## config.mk

```make
export PLATFORM = sky130hd
export DESIGN_NAME = gmem_wb_buffer_flat
export DESIGN_NICKNAME = d
export VERILOG_FILES = /design/src/rtl/fcpu_pkg.sv /design/src/rtl/gmem_wb_buffer_if.sv /design/src/rtl/gmem_wb_buffer.sv /design/src/flat_wrapper.sv
export SDC_FILE = /design/constraint.sdc
export NUM_CORES = 2
export LEC_CHECK = 0
export CAP_MARGIN = 20
export CORE_MARGIN = 2
export CORE_UTILIZATION = 35
export CTS_CLUSTER_DIAMETER = 60
export DETAILED_ROUTE_END_ITERATION = 16
export PLACE_DENSITY = 0.59
export SETUP_SLACK_MARGIN = 0.02
export SLEW_MARGIN = 20
export SYNTH_ARGS = -nofsm -noshare
export SYNTH_HDL_FRONTEND = slang
export SYNTH_SLANG_ARGS = --single-unit
```

## constraint.sdc

```tcl
create_clock -name clk -period 7.3 [get_ports clk]
set_clock_uncertainty 0.15 [all_clocks]
set_input_delay 1.095 -clock clk [delete_from_list [all_inputs] [get_ports clk]]
set_output_delay 1.095 -clock clk [all_outputs]
set_load 0.02 [all_outputs]
```

## src/rtl/fcpu_pkg.sv

```systemverilog
// Shared FCPU geometry parameters for the global-memory write-back path.
// BEATS = 2**BURST_WORDS_W / CACHE_N_BANKS = 4 and BW/8 = SW = 16 with these values.
package fcpu_pkg;
   localparam int M             = 4;
   localparam int L             = 6;
   localparam int N             = 2;
   localparam int DATA_W        = 32;
   localparam int CACHE_N_BANKS = 4;
   localparam int BURST_WORDS_W = 4;
endpackage

```

## src/rtl/gmem_wb_buffer_if.sv

```systemverilog
// Signal bundle between the write-back buffer, the cache read port and the AXI-style memory port.
// The slave modport is the buffer itself; master is the surrounding environment.
interface gmem_wb_buffer_if #(
   parameter int GMEM_ADDR_W = 32
);
   import fcpu_pkg::*;

   localparam int BW = CACHE_N_BANKS * DATA_W;
   localparam int SW = DATA_W / 8 * (2 ** N);

   logic                   wb_req;
   logic [M+L-1:0]         wb_line_addr;
   logic [GMEM_ADDR_W-1:0] wb_gmem_addr;
   logic                   wb_ack;
   logic                   ticket_rqst_rd;
   logic                   ticket_ack_rd_fifo;
   logic [M+L-1:0]         rd_fifo_rqst_addr;
   logic                   rd_fifo_din_v;
   logic [BW-1:0]          dob;
   logic [SW-1:0]          be_rdData;
   logic [GMEM_ADDR_W-1:0] awaddr;
   logic [7:0]             awlen;
   logic                   awvalid;
   logic                   awready;
   logic [BW-1:0]          wdata;
   logic [SW-1:0]          wstrb;
   logic                   wlast;
   logic                   wvalid;
   logic                   wready;
   logic                   bvalid;
   logic                   bready;
   logic                   busy;

   modport slave (
      input  wb_req, wb_line_addr, wb_gmem_addr, ticket_ack_rd_fifo, rd_fifo_din_v, dob, be_rdData,
             awready, wready, bvalid,
      output wb_ack, ticket_rqst_rd, rd_fifo_rqst_addr, awaddr, awlen, awvalid, wdata, wstrb, wlast,
             wvalid, bready, busy
   );

   modport master (
      output wb_req, wb_line_addr, wb_gmem_addr, ticket_ack_rd_fifo, rd_fifo_din_v, dob, be_rdData,
             awready, wready, bvalid,
      input  wb_ack, ticket_rqst_rd, rd_fifo_rqst_addr, awaddr, awlen, awvalid, wdata, wstrb, wlast,
             wvalid, bready, busy
   );
endinterface

```

## src/rtl/gmem_wb_buffer.sv

```systemverilog
// Cache-line write-back buffer: fetches a line from cache port b into a reserved FIFO and
// streams it to global memory as one AW burst plus BEATS W beats, tracking B responses.
module gmem_wb_buffer
   import fcpu_pkg::*;
#(
   parameter int FIFO_DEPTH  = 2 * ((2 ** BURST_WORDS_W) / CACHE_N_BANKS),
   parameter int GMEM_ADDR_W = 32
) (
   input logic             clk,
   input logic             nrst,
   gmem_wb_buffer_if.slave bus
);
   localparam int BEATS = (2 ** BURST_WORDS_W) / CACHE_N_BANKS;
   localparam int BW    = CACHE_N_BANKS * DATA_W;
   localparam int SW    = DATA_W / 8 * (2 ** N);
   localparam int LA_W  = M + L;
   localparam int EW    = BW + SW;
   localparam int PTR_W = (FIFO_DEPTH > 1) ? $clog2(FIFO_DEPTH) : 1;
   localparam int CNT_W = $clog2(FIFO_DEPTH + 1);
   localparam int BC_W  = $clog2(BEATS + 1);
   localparam int OC_W  = 8;

   if (SW != BW / 8) begin : g_sw_chk
      $error("gmem_wb_buffer: strobe width SW does not match BW/8");
   end
   if (((FIFO_DEPTH & (FIFO_DEPTH - 1)) != 0) || (FIFO_DEPTH < BEATS)) begin : g_depth_chk
      $error("gmem_wb_buffer: FIFO_DEPTH must be a power of 2 and at least BEATS");
   end

   typedef enum logic [1:0] {IDLE = 2'd0, TICKET = 2'd1, CAPTURE = 2'd2} state_t;

   state_t                 state_q, state_d;
   logic                   wb_ack_q, wb_ack_d;
   logic                   ticket_q, ticket_d;
   logic [LA_W-1:0]        line_addr_q, line_addr_d;
   logic [GMEM_ADDR_W-1:0] awaddr_q, awaddr_d;
   logic                   aw_pend_q, aw_pend_d;
   logic [CNT_W-1:0]       res_q, res_d;
   logic [BC_W-1:0]        cap_cnt_q, cap_cnt_d;
   logic [CNT_W-1:0]       count_q, count_d;
   logic [PTR_W-1:0]       wr_ptr_q, wr_ptr_d;
   logic [PTR_W-1:0]       rd_ptr_q, rd_ptr_d;
   logic [BC_W-1:0]        w_cnt_q, w_cnt_d;
   logic [OC_W-1:0]        oc_q, oc_d;
   logic                   wvalid_q, wvalid_d;
   logic                   wlast_q, wlast_d;
   logic [BW-1:0]          wdata_q, wdata_d;
   logic [SW-1:0]          wstrb_q, wstrb_d;
   logic                   busy_q, busy_d;
   logic [EW-1:0]          mem_q [FIFO_DEPTH];
   logic [EW-1:0]          mem_d [FIFO_DEPTH];

   logic [CNT_W-1:0]       free_s;
   logic                   aw_hs_s;
   logic                   fifo_wr_s;
   logic                   pop_s;
   logic [EW-1:0]          head_s;

   function automatic logic [PTR_W-1:0] ptr_inc(input logic [PTR_W-1:0] p);
      return (p == PTR_W'(FIFO_DEPTH - 1)) ? PTR_W'(0) : p + PTR_W'(1);
   endfunction

   // Job sequencing: accept, ticket, capture; space is reserved up front so capture never stalls.
   always_comb begin
      state_d     = state_q;
      wb_ack_d    = 1'b0;
      ticket_d    = ticket_q;
      line_addr_d = line_addr_q;
      awaddr_d    = awaddr_q;
      res_d       = res_q;
      cap_cnt_d   = cap_cnt_q;
      fifo_wr_s   = 1'b0;
      free_s      = CNT_W'(FIFO_DEPTH) - count_q - res_q;
      aw_hs_s     = aw_pend_q & bus.awready;
      aw_pend_d   = aw_pend_q & ~aw_hs_s;
      case (state_q)
         IDLE: begin
            if (bus.wb_req && (free_s >= CNT_W'(BEATS))) begin
               wb_ack_d    = 1'b1;
               line_addr_d = bus.wb_line_addr;
               awaddr_d    = bus.wb_gmem_addr;
               res_d       = res_q + CNT_W'(BEATS);
               cap_cnt_d   = BC_W'(0);
               aw_pend_d   = 1'b1;
               state_d     = TICKET;
            end else begin
               state_d = IDLE;
            end
         end
         TICKET: begin
            if (ticket_q && bus.ticket_ack_rd_fifo) begin
               ticket_d = 1'b0;
               state_d  = CAPTURE;
            end else begin
               ticket_d = 1'b1;
            end
         end
         CAPTURE: begin
            if (bus.rd_fifo_din_v && (cap_cnt_q < BC_W'(BEATS))) begin
               fifo_wr_s = 1'b1;
               res_d     = res_q - CNT_W'(1);
               cap_cnt_d = cap_cnt_q + BC_W'(1);
            end else begin
               fifo_wr_s = 1'b0;
            end
            if ((cap_cnt_d == BC_W'(BEATS)) && !aw_pend_d) begin
               state_d = IDLE;
            end else begin
               state_d = CAPTURE;
            end
         end
         default: begin
            state_d  = IDLE;
            ticket_d = 1'b0;
         end
      endcase
   end

   // FIFO, W output stage and B tracking; head comes from mem_d so a write into an empty FIFO shows next cycle.
   always_comb begin
      pop_s    = wvalid_q & bus.wready;
      mem_d    = mem_q;
      wr_ptr_d = wr_ptr_q;
      rd_ptr_d = rd_ptr_q;
      w_cnt_d  = w_cnt_q;
      if (fifo_wr_s) begin
         mem_d[wr_ptr_q] = {bus.dob, bus.be_rdData};
         wr_ptr_d        = ptr_inc(wr_ptr_q);
      end else begin
         wr_ptr_d = wr_ptr_q;
      end
      if (pop_s) begin
         rd_ptr_d = ptr_inc(rd_ptr_q);
         w_cnt_d  = (w_cnt_q == BC_W'(BEATS - 1)) ? BC_W'(0) : w_cnt_q + BC_W'(1);
      end else begin
         rd_ptr_d = rd_ptr_q;
      end
      case ({fifo_wr_s, pop_s})
         2'b10:   count_d = count_q + CNT_W'(1);
         2'b01:   count_d = count_q - CNT_W'(1);
         default: count_d = count_q;
      endcase
      head_s   = mem_d[rd_ptr_d];
      wvalid_d = (count_d != CNT_W'(0));
      if (wvalid_d) begin
         wdata_d = head_s[EW-1:SW];
         wstrb_d = head_s[SW-1:0];
      end else begin
         wdata_d = wdata_q;
         wstrb_d = wstrb_q;
      end
      wlast_d = wvalid_d && (w_cnt_d == BC_W'(BEATS - 1));
      if (aw_hs_s && !bus.bvalid) begin
         oc_d = oc_q + OC_W'(1);
      end else if (!aw_hs_s && bus.bvalid && (oc_q != OC_W'(0))) begin
         oc_d = oc_q - OC_W'(1);
      end else begin
         oc_d = oc_q;
      end
      busy_d = (state_d != IDLE) | aw_pend_d | wvalid_d | (oc_d != OC_W'(0));
   end

   // Control and output registers.
   always_ff @(posedge clk) begin
      if (!nrst) begin
         state_q     <= IDLE;
         wb_ack_q    <= 1'b0;
         ticket_q    <= 1'b0;
         line_addr_q <= LA_W'(0);
         awaddr_q    <= GMEM_ADDR_W'(0);
         aw_pend_q   <= 1'b0;
         res_q       <= CNT_W'(0);
         cap_cnt_q   <= BC_W'(0);
         count_q     <= CNT_W'(0);
         wr_ptr_q    <= PTR_W'(0);
         rd_ptr_q    <= PTR_W'(0);
         w_cnt_q     <= BC_W'(0);
         oc_q        <= OC_W'(0);
         wvalid_q    <= 1'b0;
         wlast_q     <= 1'b0;
         wdata_q     <= BW'(0);
         wstrb_q     <= SW'(0);
         busy_q      <= 1'b0;
      end else begin
         state_q     <= state_d;
         wb_ack_q    <= wb_ack_d;
         ticket_q    <= ticket_d;
         line_addr_q <= line_addr_d;
         awaddr_q    <= awaddr_d;
         aw_pend_q   <= aw_pend_d;
         res_q       <= res_d;
         cap_cnt_q   <= cap_cnt_d;
         count_q     <= count_d;
         wr_ptr_q    <= wr_ptr_d;
         rd_ptr_q    <= rd_ptr_d;
         w_cnt_q     <= w_cnt_d;
         oc_q        <= oc_d;
         wvalid_q    <= wvalid_d;
         wlast_q     <= wlast_d;
         wdata_q     <= wdata_d;
         wstrb_q     <= wstrb_d;
         busy_q      <= busy_d;
      end
   end

   // FIFO storage; contents are don't-care while the count says empty.
   always_ff @(posedge clk) begin
      mem_q <= mem_d;
   end

   assign bus.wb_ack            = wb_ack_q;
   assign bus.ticket_rqst_rd    = ticket_q;
   assign bus.rd_fifo_rqst_addr = line_addr_q;
   assign bus.awaddr            = awaddr_q;
   assign bus.awlen             = 8'(BEATS - 1);
   assign bus.awvalid           = aw_pend_q;
   assign bus.wdata             = wdata_q;
   assign bus.wstrb             = wstrb_q;
   assign bus.wlast             = wlast_q;
   assign bus.wvalid            = wvalid_q;
   assign bus.bready            = 1'b1;
   assign bus.busy              = busy_q;
endmodule
```

## src/flat_wrapper.sv

```systemverilog
// flat-port wrapper written by rule: the top's interface ports become plain ports
module gmem_wb_buffer_flat import fcpu_pkg::*;
#(
   parameter int FIFO_DEPTH  = 2 * ((2 ** BURST_WORDS_W) / CACHE_N_BANKS),
   parameter int GMEM_ADDR_W = 32
)
  (clk, nrst, bus_wb_req, bus_wb_line_addr, bus_wb_gmem_addr, bus_ticket_ack_rd_fifo, bus_rd_fifo_din_v, bus_dob, bus_be_rdData, bus_awready, bus_wready, bus_bvalid, bus_wb_ack, bus_ticket_rqst_rd, bus_rd_fifo_rqst_addr, bus_awaddr, bus_awlen, bus_awvalid, bus_wdata, bus_wstrb, bus_wlast, bus_wvalid, bus_bready, bus_busy);
  gmem_wb_buffer_if #(.GMEM_ADDR_W(GMEM_ADDR_W)) bus_i ();
  input logic clk;
  input logic nrst;
  input wire logic [$bits(bus_i.wb_req)-1:0] bus_wb_req;
  input wire logic [$bits(bus_i.wb_line_addr)-1:0] bus_wb_line_addr;
  input wire logic [$bits(bus_i.wb_gmem_addr)-1:0] bus_wb_gmem_addr;
  input wire logic [$bits(bus_i.ticket_ack_rd_fifo)-1:0] bus_ticket_ack_rd_fifo;
  input wire logic [$bits(bus_i.rd_fifo_din_v)-1:0] bus_rd_fifo_din_v;
  input wire logic [$bits(bus_i.dob)-1:0] bus_dob;
  input wire logic [$bits(bus_i.be_rdData)-1:0] bus_be_rdData;
  input wire logic [$bits(bus_i.awready)-1:0] bus_awready;
  input wire logic [$bits(bus_i.wready)-1:0] bus_wready;
  input wire logic [$bits(bus_i.bvalid)-1:0] bus_bvalid;
  output wire logic [$bits(bus_i.wb_ack)-1:0] bus_wb_ack;
  output wire logic [$bits(bus_i.ticket_rqst_rd)-1:0] bus_ticket_rqst_rd;
  output wire logic [$bits(bus_i.rd_fifo_rqst_addr)-1:0] bus_rd_fifo_rqst_addr;
  output wire logic [$bits(bus_i.awaddr)-1:0] bus_awaddr;
  output wire logic [$bits(bus_i.awlen)-1:0] bus_awlen;
  output wire logic [$bits(bus_i.awvalid)-1:0] bus_awvalid;
  output wire logic [$bits(bus_i.wdata)-1:0] bus_wdata;
  output wire logic [$bits(bus_i.wstrb)-1:0] bus_wstrb;
  output wire logic [$bits(bus_i.wlast)-1:0] bus_wlast;
  output wire logic [$bits(bus_i.wvalid)-1:0] bus_wvalid;
  output wire logic [$bits(bus_i.bready)-1:0] bus_bready;
  output wire logic [$bits(bus_i.busy)-1:0] bus_busy;
  assign bus_i.wb_req = bus_wb_req;
  assign bus_i.wb_line_addr = bus_wb_line_addr;
  assign bus_i.wb_gmem_addr = bus_wb_gmem_addr;
  assign bus_i.ticket_ack_rd_fifo = bus_ticket_ack_rd_fifo;
  assign bus_i.rd_fifo_din_v = bus_rd_fifo_din_v;
  assign bus_i.dob = bus_dob;
  assign bus_i.be_rdData = bus_be_rdData;
  assign bus_i.awready = bus_awready;
  assign bus_i.wready = bus_wready;
  assign bus_i.bvalid = bus_bvalid;
  assign bus_wb_ack = bus_i.wb_ack;
  assign bus_ticket_rqst_rd = bus_i.ticket_rqst_rd;
  assign bus_rd_fifo_rqst_addr = bus_i.rd_fifo_rqst_addr;
  assign bus_awaddr = bus_i.awaddr;
  assign bus_awlen = bus_i.awlen;
  assign bus_awvalid = bus_i.awvalid;
  assign bus_wdata = bus_i.wdata;
  assign bus_wstrb = bus_i.wstrb;
  assign bus_wlast = bus_i.wlast;
  assign bus_wvalid = bus_i.wvalid;
  assign bus_bready = bus_i.bready;
  assign bus_busy = bus_i.busy;
  gmem_wb_buffer #(.FIFO_DEPTH(FIFO_DEPTH), .GMEM_ADDR_W(GMEM_ADDR_W)) u_core (.clk(clk), .nrst(nrst), .bus(bus_i));
endmodule
```

==> reports/qor.csv <==
stage;metric;value;unit
status;outcome;complete, but fails checks;
status;failing checks;max-slew violations;
timing;Max-slew headroom;-4.281;%
synth;ys async rst share;0;%
routing;final wirelength;256.4;mm
synth;flip-flop and latch count after synthesis;1374;
worst_setup_path;CP bufs+invs;3;
floorplan;die span in x;443.8;microns
worst_setup_path;crit-path cells;clkdlybuf4s50_1 -> nand2_8 -> inv_6 -> ha_1 -> xor2_1 -> ha_1 -> a21oi_1 -> mux2i_1 -> xnor2_1 -> nor4_1 -> and2_4 -> buf_12 -> a32o_1;
synth;Area contributors post-synth;dfxtp_1, mux2_2, nand2_1;
global_route;first-pass GRT wire length;375.3;mm
cts;CTS buffer count;156;
worst_setup_path;RR Endpoint;u_core.bus.wdata[76]$_SDFFE_PN0P_;
timing;FMAX;0.1796;GHz
worst_setup_path;FF-to-FF Start;u_core.state_q[1]$_SDFF_PN0_;
global_route;number of global-route vias before repair;58370;
routing;DRT Pass-1 Iters;7;
placed_design;number of port buffers;385;
cts;root buffer cell;clkbuf_16;
cts;post-CTS sizing;0;
pwr;power per cell area;249.3;nW/um^2
timing;Setup TNS Final;0;ns
floorplan;core area;192400;sq um
worst_setup_path;cell repeated most along the worst path;ha_1;
synth;synthesized cell area;67680;sq um
routing;via/cell ratio;6.219;
final_layout;final net count;7095;
timing;RSZ-0062 raised after global routing;false;
routing;DRT iter0 DRCs;5882;
cts;Clock Pin Slew Worst Setup and Hold Paths;0.06;ns
pwr;P_leak;29.71;nW
routing;drc violations;0;
cts;CTS H-tree lvls;4;
routing;Final ANT Viol Nets;0;
synth;Synth area leader;dfxtp_1;
worst_setup_path;Worst path depth;13;
timing;Slew Viols, Final;64;
global_route;pin count of the biggest net entering global routing;158;
final_layout;Multi-input gate area;36890;sq um
timing;Final Hold Fails;0;
worst_setup_path;crit path from;bus_wready;
placed_design;DP HPWL;134.4;mm
timing;Final min period;5.568;ns
final_layout;filler instances;18530;
worst_setup_path;slowest stage cell, crit path;clkdlybuf4s50_1;
final_layout;Area growth, synth to finish;15.18;%
worst_setup_path;Critical Path AT;6.16;ns
cts;Post CTS Setup Buffer Count;0;
synth;Ys Warns;0;
synth;Avg Cell Area, Syn;9.560;sq um
routing;Routed wire per std cell;26.81;microns
placed_design;Setup WS pre-CTS;0.9862;ns
cts;CTS Sinks;1374;
synth;Cell variety after synth;91;
cts;CTS tree;yes;
final_layout;layout cell share with drive strength beyond 1;23.30;%
worst_setup_path;CP Launch Type;input pin;
placed_design;gpl congestion;0.8026;
timing;crit share post-route;76.27;%
worst_setup_path;Setup crit end;u_core.bus.wdata[76]$_SDFFE_PN0P_;
pwr;Worst IR Drop VDD;0.2216;mV
final_layout;FF/Latch Area;27510;sq um
synth;sequential share of the synthesized area;40.64;%
worst_setup_path;critical-path maximum fanout;57;
final_layout;post-route cell area;77960;sq um
timing;PnR worst setup slack;1.732;ns
synth;Synth Flop Type;dfxtp_1;
global_route;GRT Total Usage;24.74;%
pwr;Total Power Consumption;19.43;mW
worst_setup_path;Top Family by Delay on Critical Path;buffers and inverters;
synth;Post-Synthesis Cells;7080;
timing;Hold WS;0.3024;ns
cts;Clock Latency Late Sink;0.81;ns
worst_setup_path;reg2reg path depth;14;
floorplan;top-level I/O count;395;
worst_setup_path;CP Data Required Time;7.89;ns
worst_setup_path;worst setup path class;in2reg;
run;Max-cap violations;0;
min_path;HP Class;reg2reg;
synth;post-synth top area share;40.64;%
floorplan;die area;196900;sq um
timing;Worst-Margin Slew;1.564;ns
cts;Max clock buf depth;3;
worst_setup_path;slowest stage delay, CP;0.80;ns
timing;Setup-failing EPs final;0;
global_route;GRT overflow;0;
floorplan;number of cell rows;161;
worst_setup_path;FF-to-FF setup slack;1.99;ns
routing;vias;59480;
global_route;initial antenna violation count;42;
floorplan;effective utilization at floorplan;35.18;%
cts;CTS Hold Bufs;0;
floorplan;die span in y;443.8;microns
synth;Post-synth EDFFs;0;
placed_design;Area after DPL;72800;sq um
worst_setup_path;CP Capture Type;register;
-- logic make-up after synthesis --
| group | after synthesis | share of synthesized area, % |
|---|---|---|
| other cells | 2 | 0.01110 |
| flops | 1374 | 40.64 |
| fa+ha+maj | 16 | 0.3069 |
| xor+xnor | 14 | 0.1812 |
| mux | 1301 | 21.37 |
| buf+inv | 871 | 5.241 |
| simple gates | 1524 | 9.679 |
| compound gates | 1978 | 22.57 |
-- cells in the mapped netlist (all sizes together) (7+ instances only) --
library cell     n
dfxtp         1374
mux2          1151
nand2          688
clkbuf         644
nor2           474
a21oi          348
a221oi         284
buf            207
o21ai          157
nor3           152
mux2i          150
or3            149
a211oi         146
a21boi         145
o22ai          144
a32o           143
a2111oi        141
o211ai         141
o221a          141
o311a          141
inv             20
ha              15
xnor2            8
nor2b            7
-- worst min-delay path, stage by stage, from the launching register on --
cell and delay [ns]:
dfxtp_1 0.30, nand2_1 0.05, a21oi_1 0.05
-- registers in the layout, summed over array words and instances, names as in the netlist, 2 cells and up --
register                      count
u_core.mem_q                   1152
u_core.bus.wdata                128
u_core.bus.awaddr                32
u_core.bus.wstrb                 16
u_core.bus.rd_fifo_rqst_addr     10
u_core.oc_q                       8
u_core.count_q                    4
u_core.res_q                      4
u_core.cap_cnt_q                  3
u_core.rd_ptr_q                   3
u_core.w_cnt_q                    3
u_core.wr_ptr_q                   3
u_core.state_q                    2
-- metrics by stage --
| step | instances | util [%] |
|---|---|---|
| 5_1_grt | 9558 | 40.52 |
| 3_5_place_dp | 9252 | 37.84 |
| 3_3_place_gp | 9251 | 37.83 |
| 4_1_cts | 9530 | 40.47 |
| 6_report | 9564 | 40.52 |
| 2_1_floorplan | 7087 | - |
-- area by class of cell --
type	instances	area share (%)
Multi-Input combinational cell	4842	47.32
Clock inverter	45	0.6452
Inverter	20	0.1091
Timing Repair Buffer	491	6.620
Tap cell	2526	4.054
Clock buffer	233	5.856
Sequential cell	1374	35.29
Antenna cell	33	0.1059
-- layer usage --
metal | GRT usage, % | up-vias | share of wire (%)
li1 | - | 26370 | -
met1 | 29.66 | 29950 | 40
met2 | 42.30 | 2514 | 48
met3 | 3.697 | 651 | 6.3
met4 | 13.75 | 2 | 5.0
met5 | 0 | - | 0.0043
-- worst min path at each step --
stage                                  startpoint                                  to  slack [ns]  depth (start not counted)
5_1_grt        u_core.bus.awaddr[25]$_SDFFE_PN0P_  u_core.bus.awaddr[25]$_SDFFE_PN0P_        0.32                          2
3_5_place_dp   u_core.bus.awaddr[16]$_SDFFE_PN0P_  u_core.bus.awaddr[16]$_SDFFE_PN0P_        0.30                          2
4_1_cts        u_core.bus.awaddr[16]$_SDFFE_PN0P_  u_core.bus.awaddr[16]$_SDFFE_PN0P_        0.30                          2
2_1_floorplan        u_core.w_cnt_q[2]$_SDFF_PN0_        u_core.w_cnt_q[2]$_SDFF_PN0_        0.29                          2
6_report       u_core.bus.awaddr[31]$_SDFFE_PN0P_  u_core.bus.awaddr[31]$_SDFFE_PN0P_        0.30                          2
3_3_place_gp   u_core.bus.awaddr[29]$_SDFFE_PN0P_  u_core.bus.awaddr[29]$_SDFFE_PN0P_        0.29                          2
-- layout by cell type (no fill, tap or decap), types with 6 or more instances in the layout --
cell | synthesis | final
o221a_2 | 96 | 96
nor3_1 | 151 | 151
a21oi_1 | 347 | 347
inv_1 | 17 | 17
diode_2 | 0 | 33
a32o_1 | 143 | 143
clkinv_2 | 0 | 18
a2111oi_0 | 140 | 140
clkbuf_1 | 644 | 42
nand2_1 | 686 | 678
a21boi_0 | 145 | 144
a311oi_1 | 6 | 6
inv_6 | 0 | 10
o221a_1 | 45 | 45
nand2_4 | 0 | 8
clkbuf_8 | 0 | 33
clkbuf_16 | 0 | 158
or3_1 | 149 | 149
nor2_1 | 472 | 469
nor2b_1 | 7 | 7
a211oi_1 | 145 | 145
clkdlybuf4s50_1 | 0 | 385
and3_1 | 6 | 6
xnor2_1 | 8 | 8
ha_1 | 15 | 15
o311a_1 | 141 | 141
mux2_2 | 1150 | 1150
o21ai_0 | 156 | 156
buf_12 | 0 | 40
conb_1 | 2 | 9
o22ai_1 | 144 | 144
a221oi_1 | 283 | 283
buf_4 | 13 | 64
dfxtp_1 | 1374 | 1372
xor2_1 | 6 | 6
mux2i_1 | 150 | 149
o211ai_1 | 141 | 141
-- power breakdown --
part	internal (mW)	total, mW	switching (mW)
Combinational	1.45	3.07	1.62
Clock	4.52	7.88	3.35
Sequential	8.06	8.49	0.434
Total	14.0	19.4	5.40
No activity file was read; power rests on OpenSTA's default activity.
